===== config.mk =====
export PLATFORM = sky130hd
export DESIGN_NAME = snake_body_ctrl
export DESIGN_NICKNAME = d
export VERILOG_FILES = /design/src/rtl/snake_pkg.sv /design/src/rtl/snake_next_head.sv /design/src/rtl/snake_body_ctrl.sv
export SDC_FILE = /design/constraint.sdc
export NUM_CORES = 1
export LEC_CHECK = 0
export ABC_AREA = 1
export ABC_CLOCK_PERIOD_IN_PS = 5090
export BUFFER_PORTS_ARGS = -buffer_cell sky130_fd_sc_hd__buf_2
export CAP_MARGIN = 20
export CORE_UTILIZATION = 40
export DETAILED_ROUTE_END_ITERATION = 8
export GPL_TIMING_DRIVEN = 0
export PLACE_DENSITY = 0.57
export SLEW_MARGIN = 25
export SYNTH_ARGS = -nofsm -noshare
export SYNTH_HDL_FRONTEND = slang
export SYNTH_SLANG_ARGS = --single-unit

===== constraint.sdc =====
create_clock -name clk -period 5.09 [get_ports clk]
set_input_delay 0.7635 -clock clk [delete_from_list [all_inputs] [get_ports clk]]
set_output_delay 0.7635 -clock clk [all_outputs]
set_load 0.05 [all_outputs]

===== src/rtl/snake_pkg.sv =====
// Shared types and coordinate helpers for the snake body controller.
// A coordinate is {x[6:0], y[6:0]}, i.e. value = x*128 + y.
package snake_pkg;

   localparam int COORD_W = 14;
   localparam int X_W     = 7;
   localparam int Y_W     = 7;

   localparam logic [1:0] DIR_UP    = 2'b00;
   localparam logic [1:0] DIR_RIGHT = 2'b01;
   localparam logic [1:0] DIR_DOWN  = 2'b10;
   localparam logic [1:0] DIR_LEFT  = 2'b11;

   typedef enum logic [2:0] {
      INIT,
      IDLE,
      CALC,
      SCAN,
      MOVE,
      POP,
      DONE,
      DEAD
   } state_e;

   function automatic logic [COORD_W-1:0] coord_pack(input logic [X_W-1:0] x,
                                                     input logic [Y_W-1:0] y);
      return {x, y};
   endfunction

   function automatic logic [X_W-1:0] coord_x(input logic [COORD_W-1:0] c);
      return c[COORD_W-1 -: X_W];
   endfunction

   function automatic logic [Y_W-1:0] coord_y(input logic [COORD_W-1:0] c);
      return c[Y_W-1:0];
   endfunction

endpackage


===== src/rtl/snake_next_head.sv =====
// Combinational next-head calculation with wall detection.
// A move that would leave the grid flags wall_hit_o; next_o is then don't-care.
module snake_next_head
   import snake_pkg::*;
#(
   parameter int GRID_W = 80,
   parameter int GRID_H = 60
) (
   input  logic [COORD_W-1:0] head_i,
   input  logic [1:0]         heading_i,
   output logic [COORD_W-1:0] next_o,
   output logic               wall_hit_o
);

   logic [X_W-1:0] x;
   logic [X_W-1:0] nx;
   logic [Y_W-1:0] y;
   logic [Y_W-1:0] ny;

   always_comb begin
      x          = coord_x(head_i);
      y          = coord_y(head_i);
      nx         = x;
      ny         = y;
      wall_hit_o = 1'b0;
      case (heading_i)
         DIR_UP: begin
            wall_hit_o = (y == '0);
            ny         = y - 1'b1;
         end
         DIR_RIGHT: begin
            wall_hit_o = (x == X_W'(GRID_W - 1));
            nx         = x + 1'b1;
         end
         DIR_DOWN: begin
            wall_hit_o = (y == Y_W'(GRID_H - 1));
            ny         = y + 1'b1;
         end
         default: begin
            wall_hit_o = (x == '0);
            nx         = x - 1'b1;
         end
      endcase
      next_o = coord_pack(nx, ny);
   end

endmodule


===== src/rtl/snake_body_ctrl.sv =====
// Per-tick sequencer for the snake body FIFO: seed, move, self-collision scan,
// push head / pop tail. Outputs decode the current state (Moore style).
module snake_body_ctrl
   import snake_pkg::*;
#(
   parameter int GRID_W   = 80,
   parameter int GRID_H   = 60,
   parameter int INIT_X   = 40,
   parameter int INIT_Y   = 30,
   parameter int INIT_LEN = 4,
   parameter int MAX_LEN  = 1024
) (
   input  logic               clk,
   input  logic               rst,
   input  logic               tick,
   input  logic [1:0]         dir,
   input  logic [COORD_W-1:0] food_pos,
   input  logic [COORD_W-1:0] fifo_dout,
   input  logic               fifo_full,
   input  logic               fifo_empty,
   output logic               fifo_wr_en,
   output logic               fifo_rd_en,
   output logic [COORD_W-1:0] fifo_din,
   output logic [COORD_W-1:0] head_pos,
   output logic [COORD_W-1:0] tail_pos,
   output logic               tail_valid,
   output logic               step_done,
   output logic               ate,
   output logic               game_over,
   output logic [COORD_W-1:0] length,
   output logic               busy
);

   localparam int CNT_W = X_W + 1;

   state_e             state_q, state_d;
   logic [CNT_W-1:0]   init_cnt_q, init_cnt_d;
   logic [COORD_W-1:0] scan_cnt_q, scan_cnt_d;
   logic [COORD_W-1:0] length_q, length_d;
   logic [COORD_W-1:0] head_q, head_d;
   logic [COORD_W-1:0] tail_q, tail_d;
   logic [COORD_W-1:0] next_q, next_d;
   logic [1:0]         heading_q, heading_d;
   logic               grow_q, grow_d;
   logic               hit_q, hit_d;

   logic [COORD_W-1:0] nh_next;
   logic               nh_wall;
   logic [X_W-1:0]     init_x;

   // The flags are never consulted: the sequencing guarantees no over/underflow.
   logic unused_fifo_flags;
   assign unused_fifo_flags = fifo_full ^ fifo_empty;

   snake_next_head #(
      .GRID_W (GRID_W),
      .GRID_H (GRID_H)
   ) u_next_head (
      .head_i     (head_q),
      .heading_i  (heading_q),
      .next_o     (nh_next),
      .wall_hit_o (nh_wall)
   );

   // init_cnt_q = k pushes segment k-1, so entry x = INIT_X-INIT_LEN+k.
   assign init_x = X_W'(INIT_X - INIT_LEN + int'(init_cnt_q));

   always_ff @(posedge clk or negedge rst) begin
      if (!rst) begin
         state_q    <= INIT;
         init_cnt_q <= '0;
         scan_cnt_q <= '0;
         length_q   <= '0;
         head_q     <= coord_pack(X_W'(INIT_X), Y_W'(INIT_Y));
         tail_q     <= '0;
         next_q     <= '0;
         heading_q  <= DIR_RIGHT;
         grow_q     <= 1'b0;
         hit_q      <= 1'b0;
      end else begin
         state_q    <= state_d;
         init_cnt_q <= init_cnt_d;
         scan_cnt_q <= scan_cnt_d;
         length_q   <= length_d;
         head_q     <= head_d;
         tail_q     <= tail_d;
         next_q     <= next_d;
         heading_q  <= heading_d;
         grow_q     <= grow_d;
         hit_q      <= hit_d;
      end
   end

   always_comb begin
      state_d    = state_q;
      init_cnt_d = init_cnt_q;
      scan_cnt_d = scan_cnt_q;
      length_d   = length_q;
      head_d     = head_q;
      tail_d     = tail_q;
      next_d     = next_q;
      heading_d  = heading_q;
      grow_d     = grow_q;
      hit_d      = hit_q;
      fifo_wr_en = 1'b0;
      fifo_rd_en = 1'b0;
      fifo_din   = '0;
      tail_valid = 1'b0;
      step_done  = 1'b0;
      ate        = 1'b0;

      unique case (state_q)
         INIT: begin
            // First cycle after reset is quiet so the outputs hold their reset values.
            if (init_cnt_q != '0) begin
               fifo_wr_en = 1'b1;
               fifo_din   = coord_pack(init_x, Y_W'(INIT_Y));
            end
            if (init_cnt_q == CNT_W'(INIT_LEN)) begin
               length_d = COORD_W'(INIT_LEN);
               state_d  = IDLE;
            end else begin
               init_cnt_d = init_cnt_q + 1'b1;
            end
         end
         IDLE: begin
            if (tick) begin
               if (dir != (heading_q ^ 2'b10)) begin
                  heading_d = dir;
               end
               state_d = CALC;
            end
         end
         CALC: begin
            next_d = nh_next;
            if (nh_wall) begin
               state_d = DEAD;
            end else begin
               grow_d     = (nh_next == food_pos) && (length_q < COORD_W'(MAX_LEN));
               hit_d      = 1'b0;
               scan_cnt_d = '0;
               state_d    = SCAN;
            end
         end
         SCAN: begin
            // Read leads write by one cycle; the FIFO occupancy stays constant.
            fifo_rd_en = (scan_cnt_q < length_q);
            if (scan_cnt_q != '0) begin
               fifo_wr_en = 1'b1;
               fifo_din   = fifo_dout;
               if (fifo_dout == next_q) begin
                  hit_d = 1'b1;
               end
            end
            if (scan_cnt_q == length_q) begin
               state_d = MOVE;
            end else begin
               scan_cnt_d = scan_cnt_q + 1'b1;
            end
         end
         MOVE: begin
            if (hit_q) begin
               state_d = DEAD;
            end else begin
               fifo_wr_en = 1'b1;
               fifo_din   = next_q;
               head_d     = next_q;
               if (grow_q) begin
                  length_d = length_q + 1'b1;
               end else begin
                  fifo_rd_en = 1'b1;
               end
               state_d = POP;
            end
         end
         POP: begin
            if (!grow_q) begin
               tail_d = fifo_dout;
            end
            state_d = DONE;
         end
         DONE: begin
            step_done  = 1'b1;
            tail_valid = !grow_q;
            ate        = grow_q;
            state_d    = IDLE;
         end
         DEAD: begin
            state_d = DEAD;
         end
         default: begin
            state_d = DEAD;
         end
      endcase
   end

   assign head_pos  = head_q;
   assign tail_pos  = tail_q;
   assign length    = length_q;
   assign game_over = (state_q == DEAD);
   assign busy      = (state_q != IDLE) && (state_q != DEAD);

endmodule


Yosys cells after proc, flatten, opt, wreduce, memory -nomap -nowiden
Index checks and enable logic that the tools add are counted.
{"block": "op_classes", "n_addsub": 8, "multipliers": 0, "div": 0, "magnitude_cmp": 2, "n_eq_ne": 27, "n_shift": 0, "muxes": 34, "bitwise": 5, "reduce_logical": 21}
{"op": "$mux W14", "n": 8}
{"op": "$pmux W14 S2", "n": 2}
{"op": "$eq A14 B14 Y1", "n": 3}
{"op": "$pmux W14 S3", "n": 1}
{"op": "$add A14 B1 Y14 const B", "n": 2}
{"op": "$pmux W7 S2", "n": 2}
{"op": "$pmux W3 S8", "n": 1}
{"op": "$ne A2 B2 Y1 const B", "n": 9}
{"op": "$add A7 B1 Y7 const B", "n": 2}
{"op": "$logic_not A7 Y1", "n": 2}
{"op": "$lt A14 B11 Y1 const B", "n": 1}
{"op": "$lt A14 B14 Y1", "n": 1}
{"op": "$reduce_bool A14 Y1", "n": 1}
{"op": "$sub A7 B1 Y7 const B", "n": 2}
{"op": "$eq A3 B3 Y1 const B", "n": 4}
{"op": "$mux W3", "n": 4}
{"op": "$mux W1", "n": 11}
{"op": "$reduce_and A3 Y1", "n": 3}
{"op": "$add A8 B1 Y8 const B", "n": 1}
{"op": "$eq A8 B3 Y1 const B", "n": 1}
{"op": "$reduce_and A2 Y1", "n": 4}
{"op": "$reduce_and A4 Y1", "n": 2}
{"op": "$reduce_bool A8 Y1", "n": 1}
{"op": "$add A6 B7 Y7 const A", "n": 1}
{"op": "other kinds (19)", "n": 28}
{"block": "totals", "register_bits": 85, "latchBits": 0, "ramBits": 0, "rom_bits": 0, "memories": 0}

Longest topological paths before layout
{"block": "logic_depth", "depth_word": 5, "ltp_mapped": 19}

Cells and area by module
A second synthesis with hierarchy kept.
{"block": "hier_totals", "hier_cells": 867, "hier_area_um2": 6027.0}
{"module": "snake_body_ctrl", "instances": 1, "cells_each": 716, "area_per_inst_um2": 5228.8}
{"module": "snake_next_head", "instances": 1, "cells_each": 151, "area_per_inst_um2": 798.3}

Worst setup path after synthesis
No wires, ideal clock.
{"block": "synth_path", "path_kind": "register -> output", "start": "register length_q[3] (netlist: length[3])", "end": "output fifo_rd_en", "arrival_time_ps": 2404, "required_ps": 4326, "slack_ps": 1923, "stages_incl_launch_ff": 10, "n_path_buf": 0, "path_cell_list": "dfrtp_1 -> inv_1 -> ha_1 -> nand2_1 -> inv_1 -> o21ai_0 -> a31oi_1 -> o21ai_0 -> a21oi_1 -> o22ai_1"}
{"block": "synth_via", "elab_chain_cells": 2}
{"element": "start, declared", "line": "snake_body_ctrl.sv:39", "rtl": "logic [COORD_W-1:0] length_q, length_d;"}
{"element": "start signal, assigned", "line": "snake_body_ctrl.sv:84", "rtl": "length_q <= length_d;"}
{"element": "$lt A14 B14 Y1", "line": "snake_body_ctrl.sv:147", "rtl": "fifo_rd_en = (scan_cnt_q < length_q);"}
{"element": "$pmux W1 S2", "line": "snake_body_ctrl.sv:112", "rtl": "unique case (state_q)"}
{"element": "end, declared", "line": "snake_body_ctrl.sv:22", "rtl": "output logic fifo_rd_en,"}
Every way passes these cells.

Worst setup path in the final report
{"block": "layout_path", "start": "register scan_cnt_q[0]", "end": "output fifo_din[8]"}
{"block": "layout_via", "elab_chain_cells": 3}
{"element": "start, declared", "line": "snake_body_ctrl.sv:38", "rtl": "logic [COORD_W-1:0] scan_cnt_q, scan_cnt_d;"}
{"element": "start signal, assigned", "line": "snake_body_ctrl.sv:83", "rtl": "scan_cnt_q <= scan_cnt_d;"}
{"element": "$reduce_bool A14 Y1", "line": "snake_body_ctrl.sv:148", "rtl": "if (scan_cnt_q != '0) begin"}
{"element": "$mux W14", "line": "snake_body_ctrl.sv:148"}
{"element": "$pmux W14 S3", "line": "snake_body_ctrl.sv:112"}
{"element": "end, declared", "line": "snake_body_ctrl.sv:23", "rtl": "output logic [COORD_W-1:0] fifo_din,"}
Every way passes these cells.

==> flow_summary.yaml <==
routing:
  routed_via_density: 5.03
  finalWirelength_um: 16900
  vias: 5669
  drc: 0
  drt_iter0_drc: 390
  routedWlPerCell_um: 15.0
  drt-pass1-iter-count: 5
  ant_nets: 0
clock_tree:
  cts_max_path_buffers: 2
  cts_max_level: 3
  cts_hold_buf: 0
  root_buffer: "clkbuf_16"
  cts.clk_slew.worst_paths_ns: 0.06
  cts_sinks: 85
  cts_tree: "yes"
  post_cts_resized: 0
  clk_latency_ns: 0.35
  numCtsBuffers: 9
  postCtsSetupBuffers: 0
global_routing:
  track_usage_pct: 23.2
  antenna_found_initial: 0
  grt_pass1_wl_um: 27000
  overflow: 0
  grt_pass1_vias: 5152
  grt_max_degree: 65
worst_setup_path:
  cp.required_ns: 4.33
  reg2reg_to: "grow_q"
  critical_path_class: "reg2out"
  cp-end-kind: "primary output"
  r2r_slack_ns: 2.54
  rr_startpoint: "heading_q[0]"
  crit_start: "scan_cnt_q[0]"
  critPathMaxFanout: 10
  crit_path_end: "fifo_din[8]"
  start_kind: "register"
  critical_path_arrival_ns: 2.63
  reg2reg_depth: 15
sta:
  final_hold_viol_count: 0
  maxSlewHeadroom_pct: 59.8
  holdWs_ns: 0.255
  setup_tns_ns: 0
  fmax_mhz: 294
  rsz0062_at_grt: "no"
  period_share_pct: 66.7
  min_period_ns: 3.40
  setup_viol: 0
  clock_skew_ns: 0.00945
  finalWorstSetupSlack_ns: 1.69
  drv_slew: 0
  worst_slew_pin_slew_ns: 0.598
die:
  die_y_um: 124
  ioPinCount: 98
  die_area_um2: 15400
  die_w_um: 124
  coreArea_um2: 14500
  placementRows: 44
  start_util_pct: 41.0
synth:
  syn_inst: 830
  synth_area_leaders: "dfrtp_1 33%, nand2_1 14%, inv_1 7.2%"
  synth.avg_cell_area_um2: 7.17
  yosysTopAreaCellShare_pct: 32.8
  yosysWarnings: 0
  syn-cell-area_um2: 5950
  synth_cell_types: 45
  synth.net_count: 899
  synth-edff-count: 0
  ys.flop_type: "dfrtp_1"
  yosysSeqAreaShare_pct: 35.9
  ys_ff_latch: 85
  asyncSetResetFlopFracSynth_pct: 100
  synth_largest_area_cell: "dfrtp_1"
power_and_ir_drop:
  clkPwrFrac_pct: 14.5
  power_per_cell_area_nw_per_um2: 665
  pwr-share-seq_pct: 24.3
  power_switching_uw: 2510
  combPwrFrac_pct: 61.2
  vdd_drop_max_mv: 0.369
  p_int_uw: 2130
  leakage_uw: 0.00367
  switching_share_pct: 54.1
min_path:
  hold_path.class: "in2async"
place:
  dp_slack_ns: 2.05
  placed_area_um2: 6690
  gp_congestion: 0.885
  dp_hpwl_um: 13400
  io_buffers: 95
final_layout:
  final_common_cell: "nand2_1"
  utilization_pct: 48.1
  syn_to_final_growth_pct: 17.4
  layout_common_cells: "224 x nand2_1, 114 x inv_1, 99 x buf_2, 78 x dfrtp_1, 74 x nand3_1"
  antenna_cells: 0
  final_area_um2: 6990
  drive_gt1_share_pct: 16.1
  nNetsFinal: 1006
status:
  outcome: "finished clean"
flow_run:
  drv_cap: 0
[how the worst min path moves through the flow]
stage                            from     endpoint  slack, ns  cells past startpoint
after floorplan                   rst       grow_q       0.47                      0
after global placement    tail_pos[9]  tail_pos[9]       0.46                      2
after detailed placement  tail_pos[8]  tail_pos[8]       0.47                      2
after CTS                         rst   length[12]       0.26                      1
after global routing              rst   length[12]       0.28                      1
final                             rst   length[12]       0.25                      1
[through the flow]
stage / instances / power (uW)
after floorplan: 830 / 3290
after global placement: 1109 / 3970
after detailed placement: 1110 / 3990
after CTS: 1126 / 4680
after global routing: 1126 / 5040
final: 1126 / 4640
[metal layers]
layer / GRT usage [%] / up-vias / part of all wire (%)
met5: 0 / - / 0
met4: 8.04 / 0 / 1.4
met3: 2.79 / 15 / 3.8
met2: 39.0 / 128 / 48
met1: 30.7 / 2590 / 46
li1: - / 2936 / -
[worst max-delay path: stages (launching register included)]
cell and delay [ns]:
dfrtp_1 0.41, inv_1 0.16, ha_1 0.19, nand4_1 0.10
nor3_1 0.14, nand3_1 0.11, nand2_1 0.25, clkbuf_1 0.43
o221ai_1 0.23, buf_2 0.26
[power by group through the flow]
stage	Clock, uW	Combinational, uW	Sequential [uW]
floorplan	0	1820	1480
global placement	0	2840	1130
detailed placement	0	2860	1130
CTS	685	2870	1120
global route	706	3170	1160
finish	672	2840	1130
[flip-flops by register name, indices dropped and copies added (netlist names)]
| register | count |
|---|---|
| scan_cnt_q | 14 |
| next_q | 14 |
| heading_q | 2 |
| head_pos | 14 |
| hit_q | 1 |
| grow_q | 1 |
| init_cnt_q | 8 |
| tail_pos | 14 |
| length | 14 |
| state_q | 3 |
[cells in the mapped netlist (2+ instances only)]
master and number:
xnor2_1 8, o21a_1 2, nand3_2 2, dfstp_2 7
a21oi_1 19, nor4_1 7, nand2_2 4, nand4_1 23
nand2_1 224, o221ai_1 6, nand3_1 74, buf_2 5
dfrtp_1 78, o21ai_1 7, o211ai_1 7, clkbuf_1 8
buf_6 3, buf_4 4, nor3b_1 2, nand3b_1 3
ha_1 32, nor2_2 2, inv_1 114, or2_2 2
inv_2 4, xor2_1 15, mux2_4 2, fa_1 2
a31oi_1 3, nor3_1 18, nor2_1 62, o21ai_0 68
[layout make-up]
class	count	area [um^2]
flip-flops and latches	85	2140
clock buffers	12	246
clock inverters	4	47.5
repair buffers	96	509
inverters	119	452
multi-input cells	606	3250
fillers	1515	7550
well taps	184	230
plain buffers	20	119
[kinds of logic (layout without fill, tap and decap cells)]
family	count (synthesis)	in the layout	synth area share, %
DFF	85	85	35.9
adders and majority gates	34	34	7.40
AOI/OAI and AO/OA	119	119	11.3
and+or+nand+nor	428	428	32.0
xor gates and xnor gates	23	23	3.38
buffers and inverters	139	251	9.59
muxes	2	2	0.505
(Power assumes the default switching activity.)
